<file path="src/rtl/sound_event_scheduler.sv">
// Shares one tone generator between game sound events: latches event pulses,
// grants by fixed priority (id 0 first) and plays a 4-note melody timed in video frames.
//
// state  | meaning
// IDLE   | silent, waiting for a pending event
// PLAY   | note sounding, counting NOTE_FRAMES frames
// GAP    | silent gap between notes, counting GAP_FRAMES frames
module sound_event_scheduler #(
    parameter int NUM_REQ     = 4,
    parameter int NOTE_FRAMES = 8,
    parameter int GAP_FRAMES  = 2
) (
    input  logic                                         clk,
    input  logic                                         reset,
    input  logic                                         startOfFrame,
    input  logic [NUM_REQ-1:0]                           event_req,
    input  logic                                         mute,
    output logic [3:0]                                   tone_code,
    output logic                                         sound_en,
    output logic                                         busy,
    output logic [((NUM_REQ > 1) ? $clog2(NUM_REQ) : 1)-1:0] active_id,
    output logic                                         done_pulse
);
    localparam int ID_W  = (NUM_REQ > 1) ? $clog2(NUM_REQ) : 1;
    localparam int MAXF  = (NOTE_FRAMES > GAP_FRAMES) ? NOTE_FRAMES : GAP_FRAMES;
    localparam int CNT_W = $clog2(MAXF + 1);

    typedef enum logic [1:0] {S_IDLE, S_PLAY, S_GAP} state_t;

    state_t              r_state;
    logic [NUM_REQ-1:0]  r_pending;
    logic [1:0]          r_note_idx;
    logic [CNT_W-1:0]    r_frame_cnt;
    logic [3:0]          r_tone;
    logic                r_sound_en;
    logic                r_busy;
    logic [ID_W-1:0]     r_active_id;
    logic                r_done;

    logic [ID_W-1:0]     w_grant_id;
    logic [NUM_REQ-1:0]  w_grant_hot;
    logic [NUM_REQ-1:0]  w_clear;
    logic                w_grant;

    // Melody ROM, note 0 in the low nibble.
    function automatic logic [3:0] rom_note(input logic [ID_W-1:0] id, input logic [1:0] idx);
        logic [15:0] row;
        case (int'(id))
            0:       row = 16'h1468;
            1:       row = 16'h8641;
            2:       row = 16'h9595;
            default: row = 16'h3333;
        endcase
        return row[{idx, 2'b00} +: 4];
    endfunction

    always_comb begin
        w_grant_id  = '0;
        w_grant_hot = '0;
        for (int i = NUM_REQ - 1; i >= 0; i--) begin
            if (r_pending[i]) begin
                w_grant_id  = ID_W'(i);
                w_grant_hot = NUM_REQ'(1) << i;
            end
        end
    end

    assign w_grant = (r_state == S_IDLE) && (r_pending != '0) && !mute;
    assign w_clear = w_grant ? w_grant_hot : '0;

    // A new request on the bit being cleared wins, so the event replays later.
    always_ff @(posedge clk or posedge reset) begin
        if (reset)
            r_pending <= '0;
        else if (mute)
            r_pending <= '0;
        else
            r_pending <= (r_pending & ~w_clear) | event_req;
    end

    always_ff @(posedge clk or posedge reset) begin
        if (reset) begin
            r_state     <= S_IDLE;
            r_note_idx  <= '0;
            r_frame_cnt <= '0;
            r_tone      <= '0;
            r_sound_en  <= 1'b0;
            r_busy      <= 1'b0;
            r_active_id <= '0;
            r_done      <= 1'b0;
        end else begin
            r_done <= 1'b0;
            if (mute) begin
                r_state    <= S_IDLE;
                r_sound_en <= 1'b0;
                r_busy     <= 1'b0;
            end else begin
                case (r_state)
                    S_IDLE: begin
                        if (w_grant) begin
                            r_state     <= S_PLAY;
                            r_active_id <= w_grant_id;
                            r_note_idx  <= '0;
                            r_frame_cnt <= '0;
                            r_tone      <= rom_note(w_grant_id, 2'd0);
                            r_sound_en  <= 1'b1;
                            r_busy      <= 1'b1;
                        end
                    end
                    S_PLAY: begin
                        if (startOfFrame) begin
                            if (r_frame_cnt == CNT_W'(NOTE_FRAMES - 1)) begin
                                r_frame_cnt <= '0;
                                if (r_note_idx == 2'd3) begin
                                    r_state    <= S_IDLE;
                                    r_sound_en <= 1'b0;
                                    r_busy     <= 1'b0;
                                    r_done     <= 1'b1;
                                end else if (GAP_FRAMES > 0) begin
                                    r_state    <= S_GAP;
                                    r_sound_en <= 1'b0;
                                end else begin
                                    r_note_idx <= r_note_idx + 2'd1;
                                    r_tone     <= rom_note(r_active_id, r_note_idx + 2'd1);
                                end
                            end else begin
                                r_frame_cnt <= r_frame_cnt + CNT_W'(1);
                            end
                        end
                    end
                    S_GAP: begin
                        if (startOfFrame) begin
                            if (r_frame_cnt == CNT_W'(GAP_FRAMES - 1)) begin
                                r_state     <= S_PLAY;
                                r_frame_cnt <= '0;
                                r_note_idx  <= r_note_idx + 2'd1;
                                r_tone      <= rom_note(r_active_id, r_note_idx + 2'd1);
                                r_sound_en  <= 1'b1;
                            end else begin
                                r_frame_cnt <= r_frame_cnt + CNT_W'(1);
                            end
                        end
                    end
                    default: r_state <= S_IDLE;
                endcase
            end
        end
    end

    assign tone_code  = r_tone;
    assign sound_en   = r_sound_en;
    assign busy       = r_busy;
    assign active_id  = r_active_id;
    assign done_pulse = r_done;

endmodule
</file>
<file path="config.mk">
export PLATFORM = sky130hd
export DESIGN_NAME = sound_event_scheduler
export DESIGN_NICKNAME = d
export VERILOG_FILES = /design/src/rtl/sound_event_scheduler.sv
export SDC_FILE = /design/constraint.sdc
export NUM_CORES = 1
export LEC_CHECK = 0
export CORE_MARGIN = 2
export CORE_UTILIZATION = 55
export DETAILED_ROUTE_END_ITERATION = 12
export PLACE_DENSITY = 0.79
export SLEW_MARGIN = 20
export SYNTH_ARGS = -nofsm -noshare
export SYNTH_HDL_FRONTEND = slang
export SYNTH_SLANG_ARGS = --single-unit
</file>
<file path="constraint.sdc">
create_clock -name clk -period 4.5 [get_ports clk]
set_clock_uncertainty 0.2 [all_clocks]
set_input_delay 1.35 -clock clk [delete_from_list [all_inputs] [get_ports clk]]
set_output_delay 1.35 -clock clk [all_outputs]
set_load 0.03 [all_outputs]
</file>
==> results.yml <==
route:
  wl_per_cell_um: 14.44
  drt_iter0_drc: 20
  drt-total-wl_um: 2758
  viasPerCell: 5.796
  first_pass_iters: 4
  vias: 1107
  postRouteAntennaNets: 0
  drc_errors: 0
clock_tree:
  hold_buffers: 0
  cts_setup_buffers: 0
  cts_buffer_depth: 2
  path_clk_slew_ps: 120
  root_buffer: "clkbuf_4"
  ctsResizeCount: 0
  htreeDepth: 1
  cts_tree: "yes"
  cts_sinks: 21
  cts_buffers: 3
  clkLatencyLatePin_ps: 300
synth:
  yosys_register_bits: 21
  yosysWarningCount: 0
  synth_area_um2: 1395
  synth_nets: 166
  yosysTopAreaCell: "dfrtp_1"
  yosysSeqAreaShare_pct: 37.67
  syn_area_per_cell_um2: 9.621
  synth_top_area_share_pct: 37.67
  syn_inst: 145
  synth_enable_flop_cells: 0
  synthArstFlopShare_pct: 100.0
  synth_ff_type: "dfrtp_1"
  yosysUniqueCellTypes: 46
  ys_top_cells_by_area: "dfrtp_1 (38%), ha_1 (12%), mux2_4 (5.4%), nor2_1 (4.6%), inv_1 (3.0%)"
min_path:
  hp-class: "register to register"
cells_and_area:
  final_common_cell: "dfrtp_1"
  final_nets: 183
  diodes: 0
  finalNonFillerCells: 191
  drive_above_1_share_pct: 9.938
  area_growth_pct: 14.44
  final_cell_mix: "dfrtp_1 (21), nor2_1 (17), clkdlybuf4s50_1 (16), ha_1 (13), inv_1 (11)"
timing:
  tightest_slew_ps: 795.1
  finalSetupViolations: 0
  period_minus_slack_ps: 3268
  rsz0062_at_grt: "no"
  fmax_ghz: 0.3060
  slew_violations: 0
  setup_tns_ps: 0
  period_share_pct: 72.61
  holdWs_ps: 336.0
  slew_headroom_pct: 46.94
  hold_viol: 0
floorplanning:
  core-area_um2: 2432
  ios: 17
  dieArea_um2: 2956
  start_util_pct: 57.36
  die_y_um: 54.37
  die_x_um: 54.37
  rows: 18
place:
  dp_hpwl_um: 2091
  port_buffers: 16
  dp.cells: 187
  place_congestion: 0.9046
critical_path:
  cp_data_arrival_time_ps: 3270
  end_kind: "register"
  path_max_fanout: 13
  cp.required_ps: 4500
  start_kind: "input pin"
  critPathKind: "input pin to register"
power_and_ir_drop:
  ir_drop_v: 0.0003725
  powerDensity_nw_per_um2: 479.1
  total_power_mw: 0.7650
  power_leakage_nw: 0.7399
global_route:
  antenna_found_initial: 0
  grt_pass1_wl_um: 4519
  grt_overflow: 0
  grt_use_total_pct: 21.12
  grt_max_degree: 22
  first_global_vias: 999
flow_run:
  drv_cap: 0
outcome:
  status: "finished, final reports clean"
==> metal layers <==
layer	up-vias	GRT usage (%)	routed length, µm
li1	547	-	-
met1	523	29.26	1320
met2	35	32.93	1265
met3	2	4.098	157
met5	-	0	0
met4	0	7.083	14
==> power breakdown <==
group,switching (mW),total [mW],internal (mW)
registers,0.0400,0.270,0.230
logic,0.219,0.401,0.182
clock network,0.0594,0.0940,0.0345
==> critical path: stages <==
cell	delay [ps]
clkdlybuf4s50_1	630
nor2b_1	280
o21ai_1	170
a221o_1	500
mux2_4	340
==> final timing paths <==
check | startpoint | endpoint | slack, ps | depth (start not counted)
worst max register to register | r_state[0]$_DFFE_PP0P_ | tone_code[0]$_DFFE_PP0P_ | 2160 | 6
min in group asynchronous | reset | tone_code[0]$_DFFE_PP0P_ | 1290 | 2
worst max-delay path | mute | tone_code[0]$_DFFE_PP0P_ | 1230 | 5
max in group asynchronous | reset | active_id[0]$_DFFE_PP0P_ | 2330 | 2
worst min register to register | tone_code[0]$_DFFE_PP0P_ | tone_code[0]$_DFFE_PP0P_ | 340 | 1
worst min-delay path | tone_code[0]$_DFFE_PP0P_ | tone_code[0]$_DFFE_PP0P_ | 340 | 1
==> sequential cells by signal, indices dropped and copies added (netlist names) <==
signal	flops
r_frame_cnt	4
r_pending	4
sound_en	1
busy	1
r_state	2
done_pulse	1
r_note_idx	2
active_id	2
tone_code	4
==> synthesized netlist by cell type, types with 2 or more instances <==
| master | count |
|---|---|
| nor2_1 | 17 |
| a31oi_1 | 2 |
| dfrtp_1 | 21 |
| o41ai_1 | 3 |
| a21oi_1 | 6 |
| a211oi_1 | 2 |
| clkbuf_1 | 3 |
| nand2b_1 | 3 |
| o21ai_0 | 5 |
| nor3b_1 | 3 |
| nor3_1 | 2 |
| nor2b_1 | 4 |
| mux2i_1 | 2 |
| inv_1 | 11 |
| ha_1 | 13 |
| or3_1 | 2 |
| or2_2 | 4 |
| o31ai_1 | 3 |
| mux2_4 | 5 |
| nand2_1 | 8 |
==> through the flow <==
| stage | area, µm² | util, % | setup slack [ps] |
|---|---|---|---|
| final | 1597 | 65.64 | 1232 |
| after CTS | 1597 | 65.64 | 1259 |
| after global routing | 1597 | 65.64 | 1139 |
| after detailed placement | 1570 | 64.56 | 937.6 |
| after floorplan | 1395 | - | 1623 |
| after global placement | 1570 | 64.56 | 999.0 |
==> cell families (layout without fill, tap and decap cells) <==
kind of cell	count (synthesis)	after routing	synth area share (%)
buffers and inverters	15	31	4.574
AOI/OAI and AO/OA	35	35	17.94
muxes	8	8	7.623
DFF	21	21	37.67
and+or+nand+nor	53	53	20.54
adders and majority gates	13	13	11.66
==> area by class of cell <==
type	count	area, µm²
Fill cell	204	835.8
Multi-Input combinational cell	109	805.8
Sequential cell	21	525.5
Timing Repair Buffer	16	160.2
Inverter	11	41.29
Tap cell	30	37.54
Clock buffer	4	26.28
(Power assumes the default switching activity.)
==> variant (same settings) <==
Make the reset (`reset`) synchronous in 2 clocked blocks.
--- a/src/rtl/sound_event_scheduler.sv
+++ b/src/rtl/sound_event_scheduler.sv
@@ -71,3 +71,3 @@
     // A new request on the bit being cleared wins, so the event replays later.
-    always_ff @(posedge clk or posedge reset) begin
+    always_ff @(posedge clk) begin
         if (reset)
@@ -80,3 +80,3 @@
 
-    always_ff @(posedge clk or posedge reset) begin
+    always_ff @(posedge clk) begin
         if (reset) begin
Formal check against the unedited RTL: differs if reset is asserted again (counterexample within 4 cycles, from zero or initial values and one cycle with reset high); with reset held inactive, the same outputs for 10 cycles.
==> variant against the unedited design <==
Synthesized area increased by 0.54%; sequential cell count stayed put; global-route usage is 0.25 points lower; setup slack gained 0.22 ns; design area down 0.63%; wire length increased by 3.9%; critical path type is now flip-flop to primary output.
Power is not compared: it rests on default switching activity, and its combinational part moved more than twofold at a synthesized area within 25%.
==> variant: results (changes against the unedited design) <==
worst slew pin tran=0.4901 ns (was 0.7951 ns); post-cts repair resize count=0 (unchanged); Port-buffer cells=16 (unchanged); peak per-stage delay on the critical path=0.72 ns (was 0.63 ns); crit path max fanout=6 (was 13); dominant cells by area after synthesis=sky130_fd_sc_hd__dfxtp_1 (30%), sky130_fd_sc_hd__ha_1 (12%), sky130_fd_sc_hd__a21oi_1 (6.8%) (was sky130_fd_sc_hd__dfrtp_1 (38%), sky130_fd_sc_hd__ha_1 (12%), sky130_fd_sc_hd__mux2_4 (5.4%)); Detail Placement HPWL=2.166 mm (was 2.091 mm); initial antenna violation count=0 (unchanged); number of nets in the synthesized netlist=184 (was 166); type of the tightest min-delay check=flip-flop to flip-flop (unchanged); first-pass iteration count of the detailed router=4 (unchanged); layout cell share with drive strength beyond 1=9.040% (was 9.938%); CP delay by family, top=buffers and inverters (was compound AO/OA/AOI/OAI gates); n_diodes=0 (unchanged); post-detailed-route wirelength per cell=13.84 um (was 14.44 um); number of fill cells=221 (was 204); net count of the finished layout=199 (was 183); clock slew at the register clock pins of the worst setup and hold paths=0.12 ns (about the same); number of buffers inserted during clock tree synthesis=3 (unchanged); IR drop worst, VDD=0.0001726 V; number of design rule violations left after detail routing=0 (unchanged); buffer cell driving the clock tree root=sky130_fd_sc_hd__clkbuf_4 (unchanged); synth cell count leaders=sky130_fd_sc_hd__dfxtp_1 (21), sky130_fd_sc_hd__a21oi_1 (19), sky130_fd_sc_hd__nor2_1 (17) (was sky130_fd_sc_hd__dfrtp_1 (21), sky130_fd_sc_hd__nor2_1 (17), sky130_fd_sc_hd__ha_1 (13)); global-route usage over all layers=20.87% (was 21.12%); leading cell type by number of instances after synthesis=sky130_fd_sc_hd__dfxtp_1 (was sky130_fd_sc_hd__dfrtp_1); Max stage delay cell, worst path=sky130_fd_sc_hd__clkdlybuf4s50_1 (unchanged); global placement routability congestion=0.7319 (was 0.9046); initial DRC count=16 (was 20); Setup Buffers After CTS=0 (unchanged); largest net degree at the start of global routing=14 (was 22); via count of the first global-routing pass=1065 (was 999); Clock Latency Late Sink=between 0.3 and 0.4 ns; Static Leak=0.5727 nW; fraction of registers with async set/reset=0% (was 100.0%); sequential area share after synthesis=29.97% (was 37.67%); maximum count of clock buffers along a single path=2 (unchanged); number of levels in the clock H-tree=1 (unchanged); WP data arrival=1.50 ns (was 3.27 ns); Unique masters post-synth=46 (unchanged); Yosys warnings=0 (unchanged); global-route wire length before repair=4.547 mm (was 4.519 mm); outcome=finished clean (unchanged); total number of vias=1260 (was 1107)
-- variant: cell types whose count changed after synthesis, sizes merged, moves of 4 or more --
cell and change:
nand2 -4, dfxtp +21, or2 -4, o21ai +5, nand4b +4, mux2 -6, dfrtp -21, a21oi +13
-- variant: report_power, final --
part | total, mW | internal [mW] | leakage [nW] | switching, mW
registers | 0.200 | 0.193 | 0.171 | 0.00689
logic | 0.0846 | 0.0375 | 0.384 | 0.0471
clock network | 0.0923 | 0.0332 | 0.0177 | 0.0592
total | 0.377 | 0.264 | 0.573 | 0.113
-- variant: worst min-delay path, cell delays in order (launching register included) --
cell	delay [ns]
sky130_fd_sc_hd__dfxtp_1	0.33
sky130_fd_sc_hd__o21ai_1	0.07
sky130_fd_sc_hd__a21oi_1	0.06
-- variant: cell families (layout without fill, tap and decap cells) --
logic type               after synthesis  in the layout  share of synthesized area (%)
AND/OR/NAND/NOR                       63             63                          29.62
AO/OA/AOI/OAI                         47             47                          21.05
flip-flops                            21             21                          29.97
buffers and inverters                 16             30                          5.620
adder cells (fa/ha/maj)               13             13                          11.60
multiplexers                           3              3                          2.141
-- variant: through the flow --
stage                     cell area [um^2]  util, %  setup WS, ns  std cells
final                                 1587    64.63         1.450        207
after global routing                  1587    64.63         1.384        207
after CTS                             1587    64.63         1.437        207
after detailed placement              1559    63.51         1.313        203
after global placement                1559    63.51         1.407        203
after floorplan                       1403        -         2.008        163
-- variant: metal layers --
metal	up-vias	wire length (um)	GRT usage [%]
li1	631	-	-
met1	606	1352	25.25
met2	21	1410	37.55
met3	2	81	4.098
met4	0	20	5.000
met5	-	0	0
-- variant: worst paths after layout --
check                                               start                 endpoint  slack [ns]  cells after the start
worst min register to register          busy$_SDFFE_PP0P_        busy$_SDFFE_PP0P_        0.29                      2
worst min-delay path                    busy$_SDFFE_PP0P_        busy$_SDFFE_PP0P_        0.29                      2
worst max register to register    r_state[0]$_SDFFE_PP0P_  r_state[1]$_SDFFE_PP0P_        2.27                      6
worst max-delay path            active_id[0]$_SDFFE_PP0P_             active_id[0]        1.45                      1
-- variant: layout make-up --
| type | instances | area share (%) |
|---|---|---|
| timing repair buffer | 16 | 10.09 |
| multi-input combinational | 126 | 56.94 |
| sequential | 21 | 26.50 |
| clock inverter | 1 | 0.3155 |
| tap | 30 | 2.366 |
| inverter | 10 | 2.366 |
| clock buffer | 3 | 1.420 |
